[src/rtl/cordic_pkg.sv]
// -----------------------------------------------------------------------------
// cordic_pkg
// Shared definitions for the serial CORDIC blocks (rotator and vectoring).
//   state_t      : FSM state encoding
//   sat_t        : result of the saturation range check
//   atan_lut()   : round(atan(2^-i) * 2^phi_wdt / (2*pi)) for i = 0..31,
//                  valid for phi_wdt <= 31
//   inv_k()      : round(2^k_frac / 1.6467602581), valid for k_frac <= 31
//   sat_check()  : classifies a signed value against the unsigned range [0, 2^w-1]
// -----------------------------------------------------------------------------
package cordic_pkg;

  typedef enum logic [1:0] {
    IDLE  = 2'd0,
    ITER  = 2'd1,
    SCALE = 2'd2
  } state_t;

  typedef enum logic [1:0] {
    SAT_NONE = 2'd0,
    SAT_LOW  = 2'd1,
    SAT_HIGH = 2'd2
  } sat_t;

  // 1/K (K = CORDIC gain 1.6467602581) as a 32-bit binary fraction.
  localparam logic [31:0] INV_K_FRAC32 = 32'd2608131496;

  // Arctangents in fractions of a full turn, scaled by 2^32. Narrower phase
  // scales are derived by rounding these down to the requested width.
  function automatic logic [31:0] atan_lut(input int unsigned i, input int unsigned phi_wdt);
    logic [31:0] t;
    logic [32:0] r;
    case (i)
      0:  t = 32'd536870912;
      1:  t = 32'd316933406;
      2:  t = 32'd167458907;
      3:  t = 32'd85004756;
      4:  t = 32'd42667331;
      5:  t = 32'd21354465;
      6:  t = 32'd10679838;
      7:  t = 32'd5340245;
      8:  t = 32'd2670163;
      9:  t = 32'd1335087;
      10: t = 32'd667544;
      11: t = 32'd333772;
      12: t = 32'd166886;
      13: t = 32'd83443;
      14: t = 32'd41722;
      15: t = 32'd20861;
      16: t = 32'd10430;
      17: t = 32'd5215;
      18: t = 32'd2608;
      19: t = 32'd1304;
      20: t = 32'd652;
      21: t = 32'd326;
      22: t = 32'd163;
      23: t = 32'd81;
      24: t = 32'd41;
      25: t = 32'd20;
      26: t = 32'd10;
      27: t = 32'd5;
      28: t = 32'd3;
      29: t = 32'd1;
      30: t = 32'd1;
      default: t = 32'd0;
    endcase
    r = {1'b0, t} + (33'd1 << (31 - phi_wdt));
    return 32'(r >> (32 - phi_wdt));
  endfunction

  function automatic logic [31:0] inv_k(input int unsigned k_frac);
    logic [32:0] r;
    r = {1'b0, INV_K_FRAC32} + (33'd1 << (31 - k_frac));
    return 32'(r >> (32 - k_frac));
  endfunction

  function automatic sat_t sat_check(input logic signed [63:0] v, input int unsigned w);
    logic signed [63:0] max_v;
    max_v = (64'sd1 <<< w) - 64'sd1;
    if (v < 64'sd0)
      return SAT_LOW;
    else if (v > max_v)
      return SAT_HIGH;
    else
      return SAT_NONE;
  endfunction

endpackage

[src/rtl/cordic_atan_lut.sv]
// -----------------------------------------------------------------------------
// cordic_atan_lut
// Combinational arctangent table for the serial CORDIC blocks.
// Ports:
//   ni   in  NI_WDT   iteration index
//   atan out PHI_WDT  atan(2^-ni) on the 0..2^PHI_WDT == 0..2*pi phase scale
// -----------------------------------------------------------------------------
module cordic_atan_lut
  import cordic_pkg::*;
#(
  parameter int PHI_WDT = 16,
  parameter int NI_WDT  = 4
) (
  input  logic [NI_WDT-1:0]  ni,
  output logic [PHI_WDT-1:0] atan
);

  assign atan = PHI_WDT'(atan_lut(32'(ni), PHI_WDT));

endmodule

[src/rtl/cordic_atan2_serial.sv]
// -----------------------------------------------------------------------------
// cordic_atan2_serial
// Serial vectoring-mode CORDIC: returns phi = atan2(y, x) on an unsigned
// 0..2^PHI_WDT == [0, 2*pi) phase scale and the gain-compensated magnitude.
// One result every N+2 enabled clocks.
// Ports:
//   clk    in   1        clock
//   reset  in   1        asynchronous reset, active-high
//   sclr   in   1        synchronous clear (qualified by en)
//   en     in   1        clock enable, freezes every register when low
//   st     in   1        start: capture x, y (restarts a calculation in flight)
//   x, y   in   XY_WDT   signed Cartesian input
//   rdy    out  1        result valid / idle
//   phi    out  PHI_WDT  unsigned angle
//   mag    out  XY_WDT   unsigned magnitude, clamped to 2^XY_WDT-1
// -----------------------------------------------------------------------------
module cordic_atan2_serial
  import cordic_pkg::*;
#(
  parameter int N       = 16,
  parameter int XY_WDT  = 16,
  parameter int PHI_WDT = 16
) (
  input  logic                     clk,
  input  logic                     reset,
  input  logic                     sclr,
  input  logic                     en,
  input  logic                     st,
  input  logic signed [XY_WDT-1:0] x,
  input  logic signed [XY_WDT-1:0] y,
  output logic                     rdy,
  output logic [PHI_WDT-1:0]       phi,
  output logic [XY_WDT-1:0]        mag
);

  localparam int NI_WDT = (N > 2) ? $clog2(N) : 1;
  // Two guard bits: one for negating the most negative input, one for the
  // sqrt(2)*K growth of the vector during iteration.
  localparam int RW     = XY_WDT + 2;
  localparam int K_FRAC = XY_WDT + 2;
  localparam int PW     = RW + K_FRAC + 1;

  localparam logic signed [PW-1:0] INV_K_S    = PW'(inv_k(K_FRAC));
  localparam logic signed [PW-1:0] ROUND_HALF = PW'(1) <<< (K_FRAC - 1);
  localparam logic [PHI_WDT-1:0]   PI_PHASE   = PHI_WDT'(1) << (PHI_WDT - 1);
  localparam logic [NI_WDT-1:0]    NI_LAST    = NI_WDT'(N - 1);

  state_t                 state;
  logic signed [RW-1:0]   xr;
  logic signed [RW-1:0]   yr;
  logic [PHI_WDT-1:0]     z;       // phase accumulator, wraps mod 2^PHI_WDT
  logic [NI_WDT-1:0]      ni;
  logic                   zero_in; // x = y = 0: the angle is undefined, report 0

  logic [PHI_WDT-1:0]     atan;
  logic signed [RW-1:0]   x_ext;
  logic signed [RW-1:0]   y_ext;
  logic signed [RW-1:0]   xs;
  logic signed [RW-1:0]   ys;
  logic signed [PW-1:0]   prod;
  logic signed [PW-1:0]   scaled;
  logic [XY_WDT-1:0]      mag_next;

  cordic_atan_lut #(
    .PHI_WDT (PHI_WDT),
    .NI_WDT  (NI_WDT)
  ) u_atan_lut (
    .ni   (ni),
    .atan (atan)
  );

  // Inputs widened before any negation so that x = -2^(XY_WDT-1) negates exactly.
  assign x_ext = RW'(x);
  assign y_ext = RW'(y);
  assign xs    = xr >>> ni;
  assign ys    = yr >>> ni;

  // NOTE: every variable driven in an always_comb gets a value on every path
  // (here: unconditionally first), otherwise a latch is inferred.
  always_comb begin
    prod     = PW'(xr) * INV_K_S;
    scaled   = (prod + ROUND_HALF) >>> K_FRAC;
    mag_next = scaled[XY_WDT-1:0];
    case (sat_check(64'(scaled), XY_WDT))
      SAT_LOW:  mag_next = '0;
      SAT_HIGH: mag_next = '1;
      default:  mag_next = scaled[XY_WDT-1:0];
    endcase
  end

  // NOTE: sequential state uses non-blocking assignments so every register
  // samples the pre-edge values regardless of statement order.
  always_ff @(posedge clk or posedge reset) begin
    if (reset) begin
      state   <= IDLE;
      rdy     <= 1'b0;
      phi     <= '0;
      mag     <= '0;
      xr      <= '0;
      yr      <= '0;
      z       <= '0;
      ni      <= '0;
      zero_in <= 1'b0;
    end else if (en) begin
      if (sclr) begin
        state <= IDLE;
        rdy   <= 1'b0;
        phi   <= '0;
        mag   <= '0;
      end else if (st) begin
        state   <= ITER;
        rdy     <= 1'b0;
        ni      <= '0;
        zero_in <= (x == '0) && (y == '0);
        // Left half-plane inputs are rotated by pi so the iterations only
        // ever have to cover +/- pi/2.
        if (x < 0) begin
          xr <= -x_ext;
          yr <= -y_ext;
          z  <= PI_PHASE;
        end else begin
          xr <= x_ext;
          yr <= y_ext;
          z  <= '0;
        end
      end else begin
        case (state)
          IDLE: begin
            rdy <= 1'b1;
          end
          ITER: begin
            // Rotate towards the x axis; z accumulates the angle removed.
            if (yr >= 0) begin
              xr <= xr + ys;
              yr <= yr - xs;
              z  <= z + atan;
            end else begin
              xr <= xr - ys;
              yr <= yr + xs;
              z  <= z - atan;
            end
            if (ni == NI_LAST)
              state <= SCALE;
            else
              ni <= ni + 1'b1;
          end
          SCALE: begin
            phi   <= zero_in ? '0 : z;
            mag   <= mag_next;
            rdy   <= 1'b1;
            state <= IDLE;
          end
          default: begin
            state <= IDLE;
          end
        endcase
      end
    end
  end

endmodule
[config.mk]
export PLATFORM = sky130hd
export DESIGN_NAME = cordic_atan2_serial
export DESIGN_NICKNAME = d
export VERILOG_FILES = /design/src/rtl/cordic_pkg.sv /design/src/rtl/cordic_atan_lut.sv /design/src/rtl/cordic_atan2_serial.sv
export SDC_FILE = /design/constraint.sdc
export NUM_CORES = 1
export LEC_CHECK = 0
export CORE_MARGIN = 5
export CORE_UTILIZATION = 57
export CTS_BUF_LIST = sky130_fd_sc_hd__clkbuf_8 sky130_fd_sc_hd__clkbuf_16
export DETAILED_ROUTE_END_ITERATION = 6
export HOLD_SLACK_MARGIN = 0.05
export PLACE_DENSITY = 0.76
export SLEW_MARGIN = 20
export SYNTH_ARGS = -nofsm -noshare
export SYNTH_HDL_FRONTEND = slang
export SYNTH_SLANG_ARGS = --single-unit
[constraint.sdc]
create_clock -name clk -period 10.29 [get_ports clk]
set_input_delay 3.087 -clock clk [delete_from_list [all_inputs] [get_ports clk]]
set_output_delay 3.087 -clock clk [all_outputs]
set_load 0.03 [all_outputs]
==> out/results.ini, run 1 <==
[floorplanning]
row_count = 61
die-area_mm2 = 0.0318
die_y_um = 178
coreArea_mm2 = 0.0279
boundaryPins = 70
die_x_um = 178
start_util_pct = 58.0

[cts]
post_cts_buffers = 0
numCtsBuffers = 9
htreeDepth = 3
cts_root_buf = clkbuf_16
clock_sinks = 92
path_clk_slew_ps = 80
ctsHoldBuffers = 0
cts_resized = 0
cts_tree = done
clock_path_buffers = 2
insertion_delay_ps = 380

[timing]
min_period_ps = 8400
worstMarginPinSlew_ps = 917
relSlewSlack_pct = 38.6
slew_viol_final = 0
tns_ps = 0
finalCritPeriodShare_pct = 81.6
finalSetupViolations = 0
final.setup_skew_ps = 22.8
holdWs_ps = 478
max_freq_mhz = 119
rsz0062_at_grt = false
hold_viol_final = 0

[setup_path]
crit_end = mag[5]
r2r_start = xr[7]
ff2ff_path_depth = 23
critPathKind = reg -> reg
critPathMaxFanout = 17
cp.required_ps = 10600
endpoint_kind = flip-flop
worstPathArrival_ps = 8700
cp-start-kind = flip-flop
worstReg2RegEnd = mag[5]
r2r_setup_slack_ps = 1890
crit_start = xr[7]

[yosys]
ys_seq_area_share_pct = 14.2
yosys.area.top_type_share_pct = 17.1
synth_top_flop_cell = dfrtp_1
synth.avg_cell_area_um2 = 8.59
ys_top_cells_by_area = fa_1, ha_1, dfrtp_1
syn_nets = 2257
syn-cell-area_mm2 = 0.0162
yosys_register_bits = 92
ys_types = 80
yosys_warnings = 0
yosys.area.top_type = fa_1
syn_inst = 1881
ys_async_sr_fraction_pct = 100
synth_edf_count = 0

[placement]
place_area_mm2 = 0.0171
dp_hpwl_um = 33200
io_buffers = 69
place_congestion = 0.955

[outcome]
status = finished, final reports clean

[run]
maxCapViolCount = 0

[route]
first_iter_violations = 1174
drt-wirelength-per-cell_um = 18.2
drtAntennaViolNets = 0
vias_per_cell = 5.91
routed_wirelength_um = 41700
remaining_drc_errors = 0
vias = 13500
dr.pass1.iters = 5

[final_layout]
area_growth_pct = 7.95
nFillCells = 2403
finalInstanceArea_mm2 = 0.0175
layout_commonest_cell = inv_1
final_layout_size_suffix_gt1_share_pct = 4.86
final_cell_mix = inv_1, ha_1, nand2_1, fa_1, o21ai_0
nNetsFinal = 2283

[global_routing]
grt_pass1_wl_um = 68600
antenna_found_initial = 1
overflow = 0
grt_max_degree = 70
grtUsageTotal_pct = 26.8
grt_pass1_vias = 13300

[worst_hold_path]
min_path_type = reg -> reg

## cells in the mapped netlist, types with 18 or more instances
cell type / number
xor2_1: 44
o21ai_0: 125
ha_1: 201
a21oi_1: 94
nand3_1: 36
o31ai_1: 24
dfrtp_1: 92
nand2_1: 195
a221o_1: 18
fa_1: 138
nor2b_1: 20
xnor2_1: 94
a21o_1: 19
inv_1: 285
clkbuf_1: 46
mux2i_1: 39
nor2_1: 109
nor3_1: 22
## through the flow
stage / setup WS [ps] / util [%] / instances
after detailed placement: 2060 / 61.5 / 2273
after floorplan: 3280 / - / 1881
final: 1890 / 62.6 / 2291
after global routing: 1450 / 62.6 / 2291
after global placement: 2250 / 61.5 / 2273
after CTS: 2040 / 62.5 / 2289
## worst max-delay path, cell delays in order (launching register included)
cell and delay [ps]:
dfrtp_1 600, ha_1 470, inv_1 80, fa_1 560
fa_1 450, fa_1 490, inv_1 50, fa_1 530
inv_1 50, fa_1 520, inv_1 40, ha_1 330
and3_1 190, a221o_1 360, a311oi_1 440, a211oi_1 280
o2111a_1 350, nor4_4 250, or3_1 200, nand2_1 100
or4_1 430, o211ai_2 660, and3_1 670, a221o_1 210
## worst min-delay path by stage
stage,depth (start not counted),startpoint,endpoint
3_3_place_gp,2,phi[4],phi[4]
4_1_cts,2,phi[3],phi[3]
5_1_grt,2,phi[15],phi[15]
6_report,2,phi[3],phi[3]
3_5_place_dp,2,phi[5],phi[5]
2_1_floorplan,2,zero_in,zero_in
## cells by family (layout without fill, tap and decap cells)
logic type,count (synthesis),in the layout,synth area share (%)
buffers and inverters,356,387,8.76
adder cells (fa/ha/maj),339,339,32.6
flip-flops,92,92,14.2
XOR/XNOR,138,138,7.48
AND/OR/NAND/NOR,481,481,14.3
other,0,1,0
AO/OA/AOI/OAI,406,406,16.3
multiplexers,69,69,6.27
## area by class of cell
type / count / area (um^2) / share of cell area [%]
well taps: 378 / 473 / 2.71
flip-flops and latches: 92 / 2300 / 13.2
clock inverters: 7 / 77.6 / 0.445
clock buffers: 9 / 225 / 1.29
diodes: 1 / 2.50 / 0.0143
repair buffers: 84 / 818 / 4.69
inverters: 287 / 1080 / 6.19
multi-input cells: 1433 / 12500 / 71.5
## flip-flops by register name (all words and copies together), names as in the netlist
signal and flops:
xr 18, yr 18, mag 16, phi 16
z 16, ni 4, state 2, rdy 1
zero_in 1
## routing by layer
metal	vias up	wire length, um	GRT usage (%)
met2	461	18700	41.6
met3	69	3000	4.32
met4	0	937	6.65
met1	6547	19000	39.3
li1	6468	-	-
met5	-	0	0
Power of run 1 is not shown: default switching activity piles up to over one toggle a cycle in this logic, so the estimate is an artifact.
==> run 2: changes to the inputs <==
--- a/config.mk
+++ b/config.mk
@@ -10,7 +10,7 @@
 export CTS_BUF_LIST = sky130_fd_sc_hd__clkbuf_8 sky130_fd_sc_hd__clkbuf_16
 export DETAILED_ROUTE_END_ITERATION = 6
 export HOLD_SLACK_MARGIN = 0.05
-export PLACE_DENSITY = 0.76
+export PLACE_DENSITY = 0.79
 export SLEW_MARGIN = 20
 export SYNTH_ARGS = -nofsm -noshare
 export SYNTH_HDL_FRONTEND = slang
==> constraint.sdc (replaced) <==
create_clock -name clk -period 7.5 [get_ports clk]
set_input_delay 2.25 -clock clk [delete_from_list [all_inputs] [get_ports clk]]
set_output_delay 2.25 -clock clk [all_outputs]
set_load 0.03 [all_outputs]
==> out/results.ini, run 2 (same netlist as run 1, synthesis figures left out) <==
[timing]
worstMarginPinSlew_ps = 1070  ; +149 ps
min_period_ps = 7170  ; -1220 ps
max_freq_mhz = 139  ; +17%
finalCritPeriodShare_pct = 95.6  ; +14 points
slew_viol_final = 0  ; unchanged
hold_viol_final = 0  ; unchanged
finalSetupViolations = 0  ; unchanged
final.setup_skew_ps = 12.4  ; -10.4 ps
rsz0062_at_grt = false
relSlewSlack_pct = 28.9  ; -9.7 points

[setup_path]
worstPathArrival_ps = 7410  ; -1290 ps
cp_common_cell = fa_1
path_cells = ha_1 -> inv_1 -> fa_1 -> fa_1 -> inv_1 -> fa_1 -> fa_1 -> inv_1 -> fa_1 -> inv_1 -> ha_1 -> and4_1 -> o21a_1 -> o31a_2 -> a221oi_2 -> xor2_1 -> and4bb_2 -> and4_4 -> nand4_4 -> nor4_1 -> a211oi_1 -> and3_4 -> a221o_1
crit_start = xr[8]
cpPeakStageDelay_ps = 540  ; -130 ps
endpoint_kind = flip-flop
critPathKind = reg -> reg
cpMaxStageDelayCell = fa_1
cp.required_ps = 7740  ; -2860 ps
critPathMaxFanout = 16  ; -1
r2r_start = xr[8]
cp-start-kind = flip-flop

[final_layout]
layout_commonest_cell = inv_1
final_layout_size_suffix_gt1_share_pct = 7.37  ; +2.5 points
area_growth_pct = 9.80
finalInstanceArea_mm2 = 0.0178  ; +1.7%
final_cell_mix = inv_1, ha_1, nand2_1, fa_1, o21ai_0
top_regs = xr (18), yr (18)
diodes = 0  ; -1
nNetsFinal = 2310  ; +1.2%
fin_util_pct = 63.7  ; +1.1 points

[cts]
numCtsBuffers = 9  ; unchanged
cts_root_buf = clkbuf_16
path_clk_slew_ps = 80  ; about the same
post_cts_buffers = 0  ; unchanged
cts_tree = done
ctsHoldBuffers = 0  ; unchanged
insertion_delay_ps = 360  ; -20 ps
clock_sinks = 92  ; unchanged
htreeDepth = 3  ; unchanged
clock_path_buffers = 2  ; unchanged

[global_routing]
grt_use_met3_pct = 4.60  ; +0.28 points
grt_max_degree = 69  ; -1.4%
grt_pass1_wl_um = 67800  ; -1.2%
globalRouteMet1Util_pct = 38.3  ; -0.95 points
met2_usage_pct = 41.1  ; -0.46 points
grtUsageTotal_pct = 26.4  ; -0.41 points
grt.busiest_layer = met2
antenna_found_initial = 0  ; -1
grt_pass1_vias = 13400  ; +0.73%
overflow = 0  ; unchanged

[route]
drt-wirelength-per-cell_um = 17.9  ; -1.6%
drtAntennaViolNets = 0  ; unchanged
dr.pass1.iters = 5  ; unchanged
vias_per_cell = 5.92  ; +0.15%
vias = 13700  ; +1.3%
routed_wirelength_um = 41500  ; -0.45%
first_iter_violations = 984  ; -16%
remaining_drc_errors = 0  ; unchanged

[run]
maxCapViolCount = 0  ; unchanged

[placement]
io_buffers = 69  ; unchanged
place_congestion = 0.962  ; +0.72%
place_area_mm2 = 0.0173  ; +1.2%
dp_hpwl_um = 34000  ; +2.4%

[floorplanning]
die_x_um = 178  ; unchanged
coreArea_mm2 = 0.0279  ; unchanged
die_y_um = 178  ; unchanged
start_util_pct = 58.0  ; unchanged
die-area_mm2 = 0.0318  ; unchanged
boundaryPins = 70  ; unchanged
row_count = 61  ; unchanged

[worst_hold_path]
min_path_type = reg -> reg
hold_start = phi[5]

[outcome]
status = finished, final reports clean

-- run 2: routing by layer --
layer	vias to the layer above	part of all wire [%]	wire (um)
met5	-	0	0
met4	0	2.4	1010
met3	62	7.4	3080
met2	492	45	18600
met1	6655	45	18700
li1	6510	-	-
-- run 2: final timing paths --
kind                            slack (ps)  cells past startpoint     end
max in group asynchronous             4030                      3  xr[12]
worst min register to register         480                      2  phi[5]
worst min-delay path                   480                      2  phi[5]
worst max-delay path                   330                     23  mag[0]
worst max register to register         330                     23  mag[0]
min in group asynchronous             2320                      2  phi[5]
-- run 2: layout make-up --
type / instances / area, um^2
multi-input cells: 1433 / 12600
fillers: 2368 / 10100
flip-flops and latches: 92 / 2310
inverters: 287 / 1080
repair buffers: 111 / 1020
well taps: 378 / 473
clock buffers: 9 / 225
clock inverters: 7 / 75.1
-- run 2: metrics by stage --
| step | TNS (ps) | hold slack, ps | setup WS [ps] | std cells |
|---|---|---|---|---|
| after floorplan | 0 | 449 | 492 | 1881 |
| after global placement | 0 | 460 | 138 | 2300 |
| after detailed placement | -903 | 469 | -67.6 | 2300 |
| after CTS | 0 | 485 | 14.7 | 2316 |
| after global routing | 0 | 501 | 57.7 | 2317 |
| final | 0 | 479 | 328 | 2317 |
-- run 2: worst max-delay path, delay by kind of cell (launching register included) --
| kind | cells | cell delay, ps |
|---|---|---|
| AO/OA/AOI/OAI | 5 | 1240 |
| XOR/XNOR | 1 | 170 |
| adder cells (fa/ha/maj) | 7 | 3300 |
| buffers and inverters | 4 | 220 |
| flip-flops | 1 | 480 |
| AND/OR/NAND/NOR | 6 | 1620 |
-- run 2: timing repair --
action,CTS,global route
gates cloned,0,0
pin swaps,0,1
gates resized for setup,3,23
setup endpoints to repair,16,16
Power of run 2 is left out for the same reason.
